===== src/rtl/top_status_regfile.sv =====
// -----------------------------------------------------------------------------
// top_status_regfile
//
// APB-lite register file with NumStatus STATUS registers at BaseAddr + 4*idx.
// Each register reflects one channel: an IDLE/BUSY job state machine, sticky
// DONE and OVERRUN flags (write-1-to-clear) and an 8-bit wrapping job counter.
//
// STATUS[i] layout:
//   [0]     STATE    RO   (1 = BUSY)
//   [1]     DONE     W1C  set when a BUSY channel sees done_i
//   [2]     OVERRUN  W1C  set when a BUSY channel sees start_i without done_i
//   [15:8]  COUNT    RO   completed jobs, wraps 255 -> 0
//   others  read 0
//
// Ports:
//   clk_i, rst_ni          clock, asynchronous active-low reset
//   psel_i .. pstrb_i      APB request (select, enable, direction, address,
//                          write data, byte strobes)
//   pready_o, prdata_o,    APB response, registered; prdata_o/pslverr_o are
//   pslverr_o              0 whenever pready_o is 0
//   start_i, done_i        per-channel job start / job done pulses
//   state_o                per-channel state straight from the state flops
//   irq_o                  registered OR of all DONE flags
// -----------------------------------------------------------------------------
module top_status_regfile #(
  parameter int unsigned NumStatus = 2,
  parameter logic [63:0] BaseAddr  = 64'h0,
  parameter int unsigned AddrWidth = 32
) (
  input  logic                 clk_i,
  input  logic                 rst_ni,
  input  logic                 psel_i,
  input  logic                 penable_i,
  input  logic                 pwrite_i,
  input  logic [AddrWidth-1:0] paddr_i,
  input  logic [31:0]          pwdata_i,
  input  logic [3:0]           pstrb_i,
  output logic                 pready_o,
  output logic [31:0]          prdata_o,
  output logic                 pslverr_o,
  input  logic [NumStatus-1:0] start_i,
  input  logic [NumStatus-1:0] done_i,
  output logic [NumStatus-1:0] state_o,
  output logic                 irq_o
);

  // Bus FSM states
  //   state      | meaning
  //   B_IDLE     | no transfer in flight; a setup phase here arms the access
  //   B_ACCESS1  | first ACCESS cycle (wait state); read data / error sampled
  //   B_ACCESS2  | second ACCESS cycle, pready_o=1; writes commit here
  //
  // Channel FSM states (one per channel)
  //   state      | meaning
  //   IDLE       | no job running
  //   BUSY       | job running, waiting for done_i
  typedef enum logic [1:0] {
    B_IDLE    = 2'd0,
    B_ACCESS1 = 2'd1,
    B_ACCESS2 = 2'd2
  } bus_e;

  typedef enum logic {
    IDLE = 1'b0,
    BUSY = 1'b1
  } state_e;

  localparam logic [AddrWidth-1:0] MapBytes = AddrWidth'(4 * NumStatus);

  bus_e                       r_bus;
  logic                       r_pready;
  logic [31:0]                r_prdata;
  logic                       r_pslverr;
  logic                       r_irq;

  logic [AddrWidth-1:0]       w_offset;
  logic [AddrWidth-1:0]       w_word;
  logic                       w_addr_err;
  logic [31:0]                w_rd_data;
  logic                       w_wr_commit;

  logic [NumStatus-1:0]       w_state_vec;
  logic [NumStatus-1:0]       w_done_vec;
  logic [NumStatus-1:0]       w_ovr_vec;
  logic [NumStatus-1:0][7:0]  w_count_vec;

  logic                       w_unused;

  // ---------------------------------------------------------------------------
  // Address decode
  // ---------------------------------------------------------------------------
  // The subtraction wraps for addresses below BaseAddr, which lands them far
  // above MapBytes and so flags them as errors without a separate compare.
  assign w_offset   = paddr_i - BaseAddr[AddrWidth-1:0];
  assign w_word     = w_offset >> 2;
  assign w_addr_err = (w_offset >= MapBytes) || (w_offset[1:0] != 2'b00);

  always_comb begin
    w_rd_data = '0;
    for (int i = 0; i < int'(NumStatus); i++) begin
      if (w_word == AddrWidth'(i)) begin
        w_rd_data = {16'h0, w_count_vec[i], 5'h0, w_ovr_vec[i], w_done_vec[i],
                     w_state_vec[i]};
      end
    end
  end

  // Only byte 0 carries W1C bits; a write with pstrb_i[0]=0 is accepted
  // silently. The commit also requires psel/penable to still be held so a
  // master that drops psel in the last cycle aborts cleanly.
  assign w_wr_commit = (r_bus == B_ACCESS2) && psel_i && penable_i && pwrite_i
                       && !w_addr_err && pstrb_i[0];

  // ---------------------------------------------------------------------------
  // Bus FSM with registered response
  // ---------------------------------------------------------------------------
  always_ff @(posedge clk_i or negedge rst_ni) begin
    if (!rst_ni) begin
      r_bus     <= B_IDLE;
      r_pready  <= 1'b0;
      r_prdata  <= '0;
      r_pslverr <= 1'b0;
    end else begin
      r_pready  <= 1'b0;
      r_prdata  <= '0;
      r_pslverr <= 1'b0;
      unique case (r_bus)
        B_IDLE: begin
          if (psel_i && !penable_i) r_bus <= B_ACCESS1;
        end
        B_ACCESS1: begin
          if (!psel_i) begin
            r_bus <= B_IDLE;
          end else if (penable_i) begin
            r_bus     <= B_ACCESS2;
            r_pready  <= 1'b1;
            r_pslverr <= w_addr_err;
            r_prdata  <= (!pwrite_i && !w_addr_err) ? w_rd_data : 32'h0;
          end
          // psel high with penable low: master re-issued a setup, stay armed
        end
        B_ACCESS2: begin
          r_bus <= B_IDLE;
        end
        default: begin
          r_bus <= B_IDLE;
        end
      endcase
    end
  end

  assign pready_o  = r_pready;
  assign prdata_o  = r_prdata;
  assign pslverr_o = r_pslverr;

  // ---------------------------------------------------------------------------
  // Per-channel state, flags and counter
  // ---------------------------------------------------------------------------
  for (genvar g = 0; g < NumStatus; g++) begin : g_chan
    state_e     r_state;
    logic       r_done;
    logic       r_ovr;
    logic [7:0] r_count;

    logic       w_sel;
    logic       w_clr_done;
    logic       w_clr_ovr;
    logic       w_hw_done;
    logic       w_hw_ovr;

    assign w_sel      = w_wr_commit && (w_word == AddrWidth'(g));
    assign w_clr_done = w_sel && pwdata_i[1];
    assign w_clr_ovr  = w_sel && pwdata_i[2];

    // done_i is only meaningful while a job runs; start_i while BUSY is an
    // overrun unless it arrives together with done_i (back-to-back job).
    assign w_hw_done  = (r_state == BUSY) && done_i[g];
    assign w_hw_ovr   = (r_state == BUSY) && start_i[g] && !done_i[g];

    always_ff @(posedge clk_i or negedge rst_ni) begin
      if (!rst_ni) begin
        r_state <= IDLE;
        r_done  <= 1'b0;
        r_ovr   <= 1'b0;
        r_count <= 8'h00;
      end else begin
        unique case (r_state)
          IDLE: begin
            if (start_i[g]) r_state <= BUSY;
          end
          BUSY: begin
            if (done_i[g] && !start_i[g]) r_state <= IDLE;
          end
          default: begin
            r_state <= IDLE;
          end
        endcase
        // Hardware set takes priority over a same-cycle software clear.
        r_done <= w_hw_done || (r_done && !w_clr_done);
        r_ovr  <= w_hw_ovr  || (r_ovr  && !w_clr_ovr);
        if (w_hw_done) r_count <= r_count + 8'd1;
      end
    end

    assign w_state_vec[g] = (r_state == BUSY);
    assign w_done_vec[g]  = r_done;
    assign w_ovr_vec[g]   = r_ovr;
    assign w_count_vec[g] = r_count;
  end

  assign state_o = w_state_vec;

  // ---------------------------------------------------------------------------
  // Interrupt
  // ---------------------------------------------------------------------------
  always_ff @(posedge clk_i or negedge rst_ni) begin
    if (!rst_ni) begin
      r_irq <= 1'b0;
    end else begin
      r_irq <= |w_done_vec;
    end
  end

  assign irq_o = r_irq;

  // Write-data and strobe bits that carry no function in this map.
  assign w_unused = ^{pwdata_i[31:3], pwdata_i[0], pstrb_i[3:1]};

endmodule


===== config.mk =====
export PLATFORM = sky130hd
export DESIGN_NAME = top_status_regfile
export DESIGN_NICKNAME = d
export VERILOG_FILES = /design/src/rtl/top_status_regfile.sv
export SDC_FILE = /design/constraint.sdc
export NUM_CORES = 1
export LEC_CHECK = 0
export CAP_MARGIN = 0
export CORE_ASPECT_RATIO = 0.6
export CORE_MARGIN = 3
export CORE_UTILIZATION = 37
export DETAILED_ROUTE_END_ITERATION = 10
export PLACE_DENSITY = 0.77
export SLEW_MARGIN = 30
export SYNTH_ARGS = -nofsm -noshare
export SYNTH_HDL_FRONTEND = slang
export SYNTH_SLANG_ARGS = --single-unit

===== constraint.sdc =====
create_clock -name clk_i -period 1.7 [get_ports clk_i]
set_input_delay 0.34 -clock clk_i [delete_from_list [all_inputs] [get_ports clk_i]]
set_output_delay 0.34 -clock clk_i [all_outputs]
set_load 0.02 [all_outputs]

== Yosys cells after proc, flatten, opt, wreduce, memory -nomap -nowiden ==
Index checks and enable logic that the tools add are counted.
Operators by class
  equality and inequality tests: 5
  $lt $le $gt $ge: 1
  bitwise gates (word level): 2
  add/sub/neg operators: 2
  mux-type cells: 22
  reduce and logical (&&, ||, !) cells: 46
Operators with widths (count)
  16-bit two-way mux: 5
  32-bit by 4-bit >= comparator with 1-bit output (second input constant): 1
  32-bit zero test: 1
  32-bit two-way mux: 1
  30-bit by 1-bit equality test with 1-bit output (second input constant): 1
  1-bit logical AND: 25
  8-bit by 1-bit adder with 8-bit output (second input constant): 2
  1-bit zero test: 11
  1-bit two-way mux: 10
  2-bit two-way mux: 3
  1-bit logical OR: 5
  1-bit case mux with 2 select lines: 2
  2-bit case mux with 2 select lines: 1
  3-bit != test (second input constant): 1
  2-bit by 1-bit equality test with 1-bit output (second input constant): 1
  2-bit equality test (second input constant): 1
  2-bit zero test: 1
  2-bit != test (second input constant): 1
  1-bit inverter: 2
  2-bit AND reduction: 1
  2-bit nonzero test: 1
  2-bit OR reduction: 1
Word-level totals
  word-level logic and storage cells: 91
  bits of input ports: 77
  register bits: 59

== Longest topological paths before layout ==
Gate-level depths: netlist of run 1.
  depth in word-level cells: 11
  gate-level depth with buffers: 5

== Least setup slack after synthesis of run 1 ==
Ideal clock, no wire load.
  kind: input -> register
  start point: in paddr_i[20]
  end point: reg r_prdata[0], in the netlist prdata_o[0]
  setup slack: 0.131 ns
  library setup time: 0.071 ns
  data required time: 1.629 ns
  arrival: 1.498 ns
  stages: 5
  path buffers: 1
  path through: nor4_2 -> nand4_1 -> or4_4 -> buf_6 -> nor2_1
On the way
  word-level cells in the longest chain between the ends: 8
  elaborated cells on any way between the ends: 12
  those cells by class: 1 x order compare; 1 x eq/ne; 6 x mux; 4 x reduce/logical
RTL lines
  start: declaration: line 35  | input logic [AddrWidth-1:0] paddr_i,
  32-bit by 4-bit >= comparator with 1-bit output: line 96  | assign w_addr_err = (w_offset >= MapBytes) || (w_offset[1:0] != 2'b00);
  1-bit logical OR: line 96
  1-bit zero test: line 138  | r_prdata <= (!pwrite_i && !w_addr_err) ? w_rd_data : 32'h0;
  1-bit logical AND: line 138
  16-bit two-way mux *: line 138
  16-bit two-way mux *: line 134  | end else if (penable_i) begin
  16-bit two-way mux *: line 132  | if (!psel_i) begin
  32-bit two-way mux *: line 127  | unique case (r_bus)
  end signal: assignment: line 138
  end: declaration: line 72  | logic [31:0] r_prdata;
Mark *: on every way between the ends. The rest lies on a longest branch, timed or not.
A chain may end at the register's enable or synchronous reset.

== Worst setup path in the final report of run 1 ==
  start point: in paddr_i[15]
  end point: reg r_prdata[12], in the netlist prdata_o[12]
The elaborated chain is that of the path after synthesis.

==> qor.csv, run 1 <==
stage,metric,value,unit
hold_path,min_path_type,in -> async,
yosys,synth-xor-area-share,6.50,%
place,placement.io_buffers,59,
detailed_routing,drt_iter0_markers,45,
yosys,synth_top_family_by_area,simple AND/OR/NAND/NOR gates,
floorplan,die_area,6020,sq um
detailed_routing,vias,1384,
cells_and_area,fillCellCount,416,
clock_tree,cts_tree,done,
yosys,yosys_warnings,0,
place,post-place-ws,-0.434,ns
detailed_routing,viasPerCell,4.64,
timing,hold_viol_final,0,
yosys,synth_simple_gate_area_share,20.4,%
yosys,syn_area_per_cell,11.4,sq um
clock_tree,clkTransAtPathRegs,0.07,ns
timing,rsz0062_at_grt,no,
timing,max_freq,600,MHz
floorplan,die_x,98.2,um
floorplan,start_util,39.9,%
power,p_per_area,944,nW/um^2
timing,setup_violations,0,
grt,gr-total-overflow,0,
critical_path,critPathKind,in -> reg,
floorplan,core_area,4730,sq um
critical_path,cp-start-kind,primary input,
timing,min_period_over_period,98.1,%
yosys,synth-compound-area-share,2.52,%
timing,fin_tns_setup,0,ns
grt,grt_max_degree,39,
clock_tree,post_cts_buffers,0,
power,p_leak,1.22,nW
clock_tree,htreeDepth,2,
detailed_routing,wire_per_inst,14.5,um
clock_tree,clk_latency,0.29,ns
grt,grt_util_all_layers,14.9,%
yosys,syn_area,1890,sq um
place,dp_hpwl,3180,um
outcome,status,"finished, final reports clean",
yosys,synth_edf_count,0,
cells_and_area,drive_gt1_share,20.0,%
grt,grt_pass1_wl,6710,um
yosys,ys.flop_type,dfrtp_1,
yosys,synth-seq-area-share,50.4,%
clock_tree,cts.path.max_buffers,2,
critical_path,cp_max_fo,6,
power,max-vdd-ir-drop,0.000403,V
timing,drv_slew,0,
clock_tree,clock-sinks,38,
detailed_routing,route.detailed.drc,0,
critical_path,worstPathArrival,1.89,ns
cells_and_area,fin_util,55.6,%
floorplan,num_rows,19,
cells_and_area,area_delta_synth_final,39.6,%
yosys,synth_seq_cells,38,
detailed_routing,wirelength,4330,um
critical_path,endpoint_kind,flop,
clock_tree,numCtsBuffers,5,
clock_tree,root_buffer,clkbuf_8,
yosys,muxShareOfSynthArea,7.03,%
grt,antenna_found_initial,0,
flow_run,drv_cap,0,
yosys,synth_adder_area_share,1.33,%
timing,period_needed,1.67,ns
detailed_routing,drt_pass1_iterations,4,
cells_and_area,final_nets,314,
critical_path,crit_required,1.92,ns
timing,skew,0.0100,ns
detailed_routing,ant_nets,0,
floorplan,die_h,61.3,um
cells_and_area,final_cell_mix,"38 x dfrtp_1, 25 x clkdlybuf4s50_1, 21 x conb_1",
yosys,syn_inst,165,
power,total_power,2.49,mW
grt,grt_pass1_vias,1347,
timing,hold_slack,0.0844,ns
timing,final.setup.worst_slack,0.0329,ns
yosys,synthArstFlopShare,100,%
yosys,synthDistinctLibCells,31,
cells_and_area,final_common_cell,dfrtp_1,
cells_and_area,antenna_cells,0,
floorplan,ios,114,
place,gp_congestion,0.733,
## repair_timing
item,CTS,global route
gates resized for setup,39,33
hold endpoints to repair,0,0
cloned,1,0
endpoints found under the setup margin,12,12
pin swaps,16,13
hold buffers,0,0
## cell usage after synthesis, drive strengths merged, types with 3 or more instances
| cell type | count | area share, % |
|---|---|---|
| dfrtp | 38 | 50 |
| and4 | 3 | 1.5 |
| nor4 | 7 | 5.2 |
| xnor2 | 12 | 5.6 |
| buf | 25 | 10 |
| nand4 | 6 | 2.0 |
| nand2 | 6 | 1.2 |
| inv | 4 | 0.80 |
| nand3 | 6 | 1.6 |
| and3 | 4 | 1.3 |
| and2 | 3 | 1.0 |
| mux2i | 11 | 5.8 |
| nor2 | 17 | 3.4 |
## layout make-up
class | count | area [sq um] | share of cell area (%)
multi-input combinational | 117 | 858 | 32.6
tap | 63 | 78.8 | 2.99
sequential | 38 | 951 | 36.1
clock inverter | 1 | 30.0 | 1.14
timing repair buffer | 69 | 617 | 23.4
inverter | 4 | 15.0 | 0.570
clock buffer | 6 | 82.6 | 3.14
## layer usage
metal / track usage, % / share of wire [%] / vias up
met5: 0 / 0 / -
met3: 4.19 / 4.8 / 12
met2: 23.7 / 46 / 37
met4: 6.61 / 2.5 / 0
li1: - / - / 670
met1: 19.5 / 47 / 665
## report_power, final
part / internal, mW / switching (mW) / leakage, nW
logic: 0.259 / 0.234 / 0.692
clock network: 0.469 / 0.303 / 0.0573
registers: 1.05 / 0.174 / 0.476
total: 1.77 / 0.711 / 1.22
## flip-flops by register name (all words and copies together), names as in the netlist
register and cells:
g_chan.r_count 16, prdata_o 11, g_chan.r_done 2, g_chan.r_ovr 2
g_chan.r_state 2, r_bus 2, irq_o 1, pready_o 1
pslverr_o 1
## worst max-delay path: stages
cell and delay, ns:
dlygate4sd2_1 0.25, nor4_4 0.25, nand4_1 0.23, or4_4 0.67, nor2_2 0.15
## through the flow
stage                     instances  instance area, sq um
after floorplan                 185                  1960
after global placement          290                  2500
after detailed placement        290                  2500
after CTS                       298                  2630
after global routing            298                  2630
final                           298                  2630
## cell families after synthesis
group | count (synthesis)
AOI/OAI and AO/OA | 6
xor gates and xnor gates | 14
adders and majority gates | 2
DFF | 38
buffers and inverters | 31
other | 1
muxes | 13
and+or+nand+nor | 60
## final timing paths
check,start,slack (ns),end,cells past startpoint
hold reg to reg,r_bus[1]$_DFFE_PN0P_,0.45,r_bus[0]$_DFFE_PN0P_,1
max in group asynchronous,rst_ni,1.28,prdata_o[2]$_DFF_PN0_,2
setup reg to reg,r_bus[1]$_DFFE_PN0P_,0.19,prdata_o[12]$_DFF_PN0_,3
min in group clk_i,r_bus[1]$_DFFE_PN0P_,0.45,r_bus[0]$_DFFE_PN0P_,1
hold / removal,rst_ni,0.08,prdata_o[12]$_DFF_PN0_,2
setup / recovery,paddr_i[15],0.03,prdata_o[12]$_DFF_PN0_,5
(Power assumes the default switching activity.)
==> inputs of run 2 (changes only) <==
Settings changed: CORE_MARGIN 3 to default, CTS_CLUSTER_DIAMETER from default to 100.
==> run 2 against run 1 <==
  * Final area grew 3.0%
  * Sequential cell count did not move
  * Register-to-register slack improved by 0.04 ns
  * Maximum frequency up 0.83%
  * Count of clock-buffer cells in the layout did not move
  * Hold slack better by 0.34 ns
  * Highest routed layer unchanged
==> qor.csv, run 2 (synthesis results as in run 1) <==
stage,metric,value,unit
cells_and_area,fin_util,57.3,%
critical_path,cp-start-kind,primary input,
grt,grt_max_degree,39,
floorplan,die_area,5390,sq um
clock_tree,cts_tree,done,
flow_run,drv_cap,0,
detailed_routing,wire_per_inst,14.2,um
critical_path,slowest_delay,0.70,ns
place,post-place-ws,-0.432,ns
timing,final.setup.worst_slack,0.0467,ns
outcome,status,"finished, final reports clean",
critical_path,worstPathArrival,1.88,ns
clock_tree,clkTransAtPathRegs,0.07,ns
timing,min_period_over_period,97.3,%
detailed_routing,drt_iter0_markers,59,
grt,gr-total-overflow,0,
floorplan,ios,114,
cells_and_area,multiInputGateArea,876,sq um
timing,max_freq,605,MHz
clock_tree,clk_latency,0.29,ns
clock_tree,numCtsBuffers,5,
detailed_routing,viasPerCell,4.61,
cells_and_area,drive_gt1_share,20.1,%
floorplan,core_area,4730,sq um
grt,grt_util_all_layers,17.7,%
critical_path,crit_required,1.93,ns
detailed_routing,ant_nets,0,
power,p_leak,1.26,nW
cells_and_area,final_cell_mix,"38 x dfrtp_1, 26 x clkdlybuf4s50_1, 21 x conb_1",
detailed_routing,drt_pass1_iterations,4,
clock_tree,root_buffer,clkbuf_8,
cells_and_area,max_flop_register,g_chan.r_count,
cells_and_area,largest_reg_flops,16,
grt,grt_pass1_wl,7070,um
hold_path,min_path_type,in -> async,
detailed_routing,route.detailed.drc,0,
cells_and_area,regArea,951,sq um
timing,setup_violations,0,
critical_path,path_cells,clkdlybuf4s15_1 -> nor4_2 -> nand4_1 -> or4_4 -> nor2_2,
clock_tree,cts.path.max_buffers,2,
cells_and_area,final_nets,318,
cells_and_area,antenna_cells,0,
clock_tree,clock-sinks,38,
detailed_routing,wirelength,4270,um
clock_tree,htreeDepth,2,
floorplan,die_x,94.2,um
place,gp_congestion,0.739,
detailed_routing,vias,1392,
place,placement.io_buffers,59,
floorplan,num_rows,19,
grt,antenna_found_initial,0,
cells_and_area,final_common_cell,dfrtp_1,
critical_path,crit_slowest_cell,or4_4,
power,max-vdd-ir-drop,0.000401,V
place,dp_hpwl,3110,um
timing,period_needed,1.65,ns
grt,grt_pass1_vias,1431,
timing,hold_viol_final,0,
timing,drv_slew,0,
floorplan,die_h,57.3,um
critical_path,critPathKind,in -> reg,
critical_path,cp_max_fo,6,
floorplan,start_util,39.9,%
timing,skew,0.00623,ns
cells_and_area,fillCellCount,415,
power,p_per_area,935,nW/um^2
critical_path,endpoint_kind,flop,
cells_and_area,area_delta_synth_final,43.8,%
## run 2: cell types whose count changed in the layout (fill, tap and decap cells not counted), moves of 2 or more
cell | before | now
buf_4 | 10 | 13
clkbuf_2 | 9 | 7
clkdlybuf4s15_1 | 7 | 9
nor4_2 | 4 | 2
nor4_4 | 3 | 5
## run 2: path summary, 6_finish.rpt
check | startpoint | end | slack [ns] | depth (start not counted)
setup reg to reg | r_bus[1]$_DFFE_PN0P_ | prdata_o[10]$_DFF_PN0_ | 0.23 | 3
hold reg to reg | r_bus[1]$_DFFE_PN0P_ | r_bus[0]$_DFFE_PN0P_ | 0.45 | 1
max in group asynchronous | rst_ni | g_chan[0].r_count[2]$_DFFE_PN0P_ | 1.08 | 2
min in group clk_i | r_bus[1]$_DFFE_PN0P_ | r_bus[0]$_DFFE_PN0P_ | 0.45 | 1
hold / removal | rst_ni | g_chan[1].r_count[6]$_DFFE_PN0P_ | 0.42 | 2
setup / recovery | paddr_i[22] | prdata_o[10]$_DFF_PN0_ | 0.05 | 5
## run 2: layout make-up
| cell class | count | area share (%) |
|---|---|---|
| Sequential cell | 38 | 35.1 |
| Multi-Input combinational cell | 117 | 32.3 |
| Timing Repair Buffer | 73 | 25.0 |
| Clock buffer | 6 | 3.05 |
| Tap cell | 63 | 2.91 |
| Clock inverter | 1 | 1.11 |
| Inverter | 4 | 0.554 |
## run 2: what timing repair did
| action | 4_1_cts | 5_1_grt |
|---|---|---|
| setup endpoints to repair | 12 | 12 |
| resized for setup | 36 | 36 |
| setup buffers | 1 | 2 |
| gates cloned | 1 | 0 |
| pin swaps | 16 | 12 |
| hold buffers | 0 | 0 |
## run 2: stage by stage
step / setup TNS (ns) / hold WS [ns] / total power [mW] / cells / cell area, sq um
CTS: 0 / 0.428 / 2.54 / 300 / 2650
detailed placement: -5.29 / 0.440 / 1.76 / 291 / 2520
finish: 0 / 0.423 / 2.54 / 302 / 2710
floorplan: 0 / 0.0444 / 1.54 / 185 / 1960
global placement: -5.50 / 0.435 / 1.73 / 291 / 2520
global route: -0.0277 / 0.440 / 2.67 / 302 / 2710
## run 2: worst max-delay path: cells and delay by family
kind | cells | cell delay [ns]
simple gates | 4 | 1.36
buf+inv | 1 | 0.18
## run 2: routing by layer
metal  track usage [%]  part of all wire, %  vias up  wire length [um]
li1                  -                    -      676                 -
met1              25.4                   49      678              2080
met2              26.1                   46       36              1980
met3              5.07                  4.3        2               185
met4              4.84                 0.61        0                26
met5                 0                    0        -                 0
## run 2: report_power, final
part | switching (mW) | total [mW] | internal (mW) | leakage [nW]
registers | 0.186 | 1.23 | 1.05 | 0.476
clock network | 0.317 | 0.787 | 0.469 | 0.0573
logic | 0.248 | 0.519 | 0.271 | 0.726
==> inputs of run 3 (changes only) <==
Settings changed: REMOVE_ABC_BUFFERS from default to 1.
==> run 3 against run 2 <==
  * Count of clock-buffer cells in the layout did not move
  * Sequential share of layout area increased by 0.33 points
  * Sequential power about the same
  * Power shrank 6.0%
  * Die area unchanged
  * Combinational power shrank 1%
  * Wire length down 2.3%
  * Utilization decreased by 0.53 points
  * Worst setup slack better by 0.023 ns
  * Via count decreased by 0.57%
  * Global-route usage rose by 0.22 points
  * Critical path type unchanged
==> qor.csv, run 3 (synthesis results as in run 1) <==
stage,metric,value,unit
clock_tree,numCtsBuffers,5,
grt,grt_util_all_layers,17.9,%
floorplan,die_area,5390,sq um
timing,hold_slack,0.454,ns
outcome,status,"finished, final reports clean",
detailed_routing,wirelength,4180,um
place,post-place-ws,-0.466,ns
power,p_per_area,888,nW/um^2
critical_path,worstPathArrival,1.85,ns
detailed_routing,drt_pass1_iterations,4,
critical_path,cp-start-kind,primary input,
timing,skew,0.00431,ns
power,p_int,1.64,mW
timing,period_needed,1.63,ns
grt,antenna_found_initial,0,
grt,grt_max_degree,22,
flow_run,drv_cap,0,
detailed_routing,route.detailed.drc,0,
clock_tree,htreeDepth,2,
clock_tree,clock-sinks,38,
cells_and_area,final_cell_mix,"38 x dfrtp_1, 25 x clkdlybuf4s50_1, 21 x conb_1",
place,dp_hpwl,3240,um
timing,max_freq,613,MHz
power,switchingPower,742,uW
timing,setup_violations,0,
power,p_leak,1.26,nW
grt,gr-total-overflow,0,
timing,min_period_over_period,95.9,%
clock_tree,post_cts_buffers,0,
clock_tree,clk_latency,0.29,ns
floorplan,num_rows,19,
floorplan,start_util,39.9,%
critical_path,crit_required,1.92,ns
power,comb_power_share,21.5,%
clock_tree,clkTransAtPathRegs,0.08,ns
cells_and_area,area_delta_synth_final,42.5,%
cells_and_area,antenna_cells,0,
timing,drv_slew,0,
floorplan,ios,114,
detailed_routing,wire_per_inst,13.9,um
cells_and_area,max_flop_register,g_chan.r_count,
detailed_routing,drt_iter0_markers,66,
critical_path,cp_max_fo,6,
place,dp_cells,291,
power,clock_power_share,27.0,%
timing,hold_viol_final,0,
hold_path,min_path_type,reg -> reg,
detailed_routing,vias,1384,
power,max-vdd-ir-drop,0.000465,V
detailed_routing,ant_nets,0,
clock_tree,root_buffer,clkbuf_8,
power,seqPwrFrac,51.5,%
floorplan,die_h,57.3,um
critical_path,critPathKind,in -> reg,
cells_and_area,largest_reg_flops,16,
cells_and_area,fin_util,56.8,%
grt,grt_pass1_vias,1429,
detailed_routing,viasPerCell,4.60,
timing,rsz0062_at_grt,no,
critical_path,endpoint_kind,flop,
place,gp_congestion,0.778,
power,swShare,31.1,%
cells_and_area,drive_gt1_share,16.8,%
floorplan,die_x,94.2,um
place,placement.io_buffers,59,
cells_and_area,final_common_cell,dfrtp_1,
grt,grt_pass1_wl,7160,um
cells_and_area,final_nets,316,
clock_tree,cts_tree,done,
timing,final.setup.worst_slack,0.0694,ns
clock_tree,cts.path.max_buffers,2,
floorplan,core_area,4730,sq um
cells_and_area,stdcell_count,301,
-- run 3: cell types whose count changed in the layout (fill, tap and decap cells not counted), moves of 2 or more --
cell	previous run	this run
buf_4	13	10
clkbuf_2	7	0
dlygate4sd2_1	10	15
dlymetal6s2s_1	7	9
nor2_2	2	5
nor2_4	4	1
-- run 3: path summary, 6_finish.rpt --
check	from	to	slack [ns]	depth (start not counted)
min in group asynchronous	rst_ni	prdata_o[11]$_DFF_PN0_	0.51	2
max reg2reg	r_bus[1]$_DFFE_PN0P_	prdata_o[8]$_DFF_PN0_	0.30	3
min reg2reg	r_bus[1]$_DFFE_PN0P_	r_bus[0]$_DFFE_PN0P_	0.45	1
max	paddr_i[22]	prdata_o[8]$_DFF_PN0_	0.07	5
min	r_bus[1]$_DFFE_PN0P_	r_bus[0]$_DFFE_PN0P_	0.45	1
max in group asynchronous	rst_ni	g_chan[0].r_count[1]$_DFFE_PN0P_	0.73	3
-- run 3: through the flow --
stage                     cell area (sq um)  TNS (ns)  total power [mW]
after floorplan                        1760         0              1.49
after global placement                 2520     -5.07              1.73
after detailed placement               2520     -5.82              1.75
after CTS                              2620         0              2.39
after global routing                   2690         0              2.53
final                                  2690         0              2.38
-- run 3: what timing repair did --
| item | in CTS | in global routing |
|---|---|---|
| endpoints found under the hold margin | 17 | 0 |
| gates resized for setup | 29 | 25 |
| hold buffers | 1 | 0 |
| endpoints found under the setup margin | 11 | 13 |
| pin swaps | 16 | 15 |
| gates cloned | 1 | 0 |
-- run 3: layout make-up --
| class | count | area [sq um] |
|---|---|---|
| Inverter | 4 | 15.0 |
| Fill cell | 406 | 2040 |
| Sequential cell | 38 | 951 |
| Multi-Input combinational cell | 117 | 852 |
| Clock buffer | 6 | 82.6 |
| Timing Repair Buffer | 71 | 694 |
| Tap cell | 63 | 78.8 |
| Clock inverter | 2 | 12.5 |
-- run 3: power by group through the flow --
stage / Combinational, mW / Clock, mW / Sequential, mW
floorplan: 0.296 / 0 / 1.20
global placement: 0.496 / 0 / 1.23
detailed placement: 0.512 / 0 / 1.24
CTS: 0.504 / 0.665 / 1.22
global route: 0.573 / 0.706 / 1.25
finish: 0.513 / 0.644 / 1.23
-- run 3: worst max-delay path, stage by stage --
cell	delay, ns
dlygate4sd2_1	0.26
nor4_4	0.26
nand4_1	0.20
or4_4	0.66
nor2_2	0.14
-- run 3: per-layer routing --
layer / global-route usage, % / share of wire, % / vias up
met5: 0 / 0 / -
met2: 25.3 / 43 / 40
met3: 4.40 / 5.0 / 4
met4: 4.62 / 1.1 / 0
met1: 27.2 / 50 / 671
li1: - / - / 669
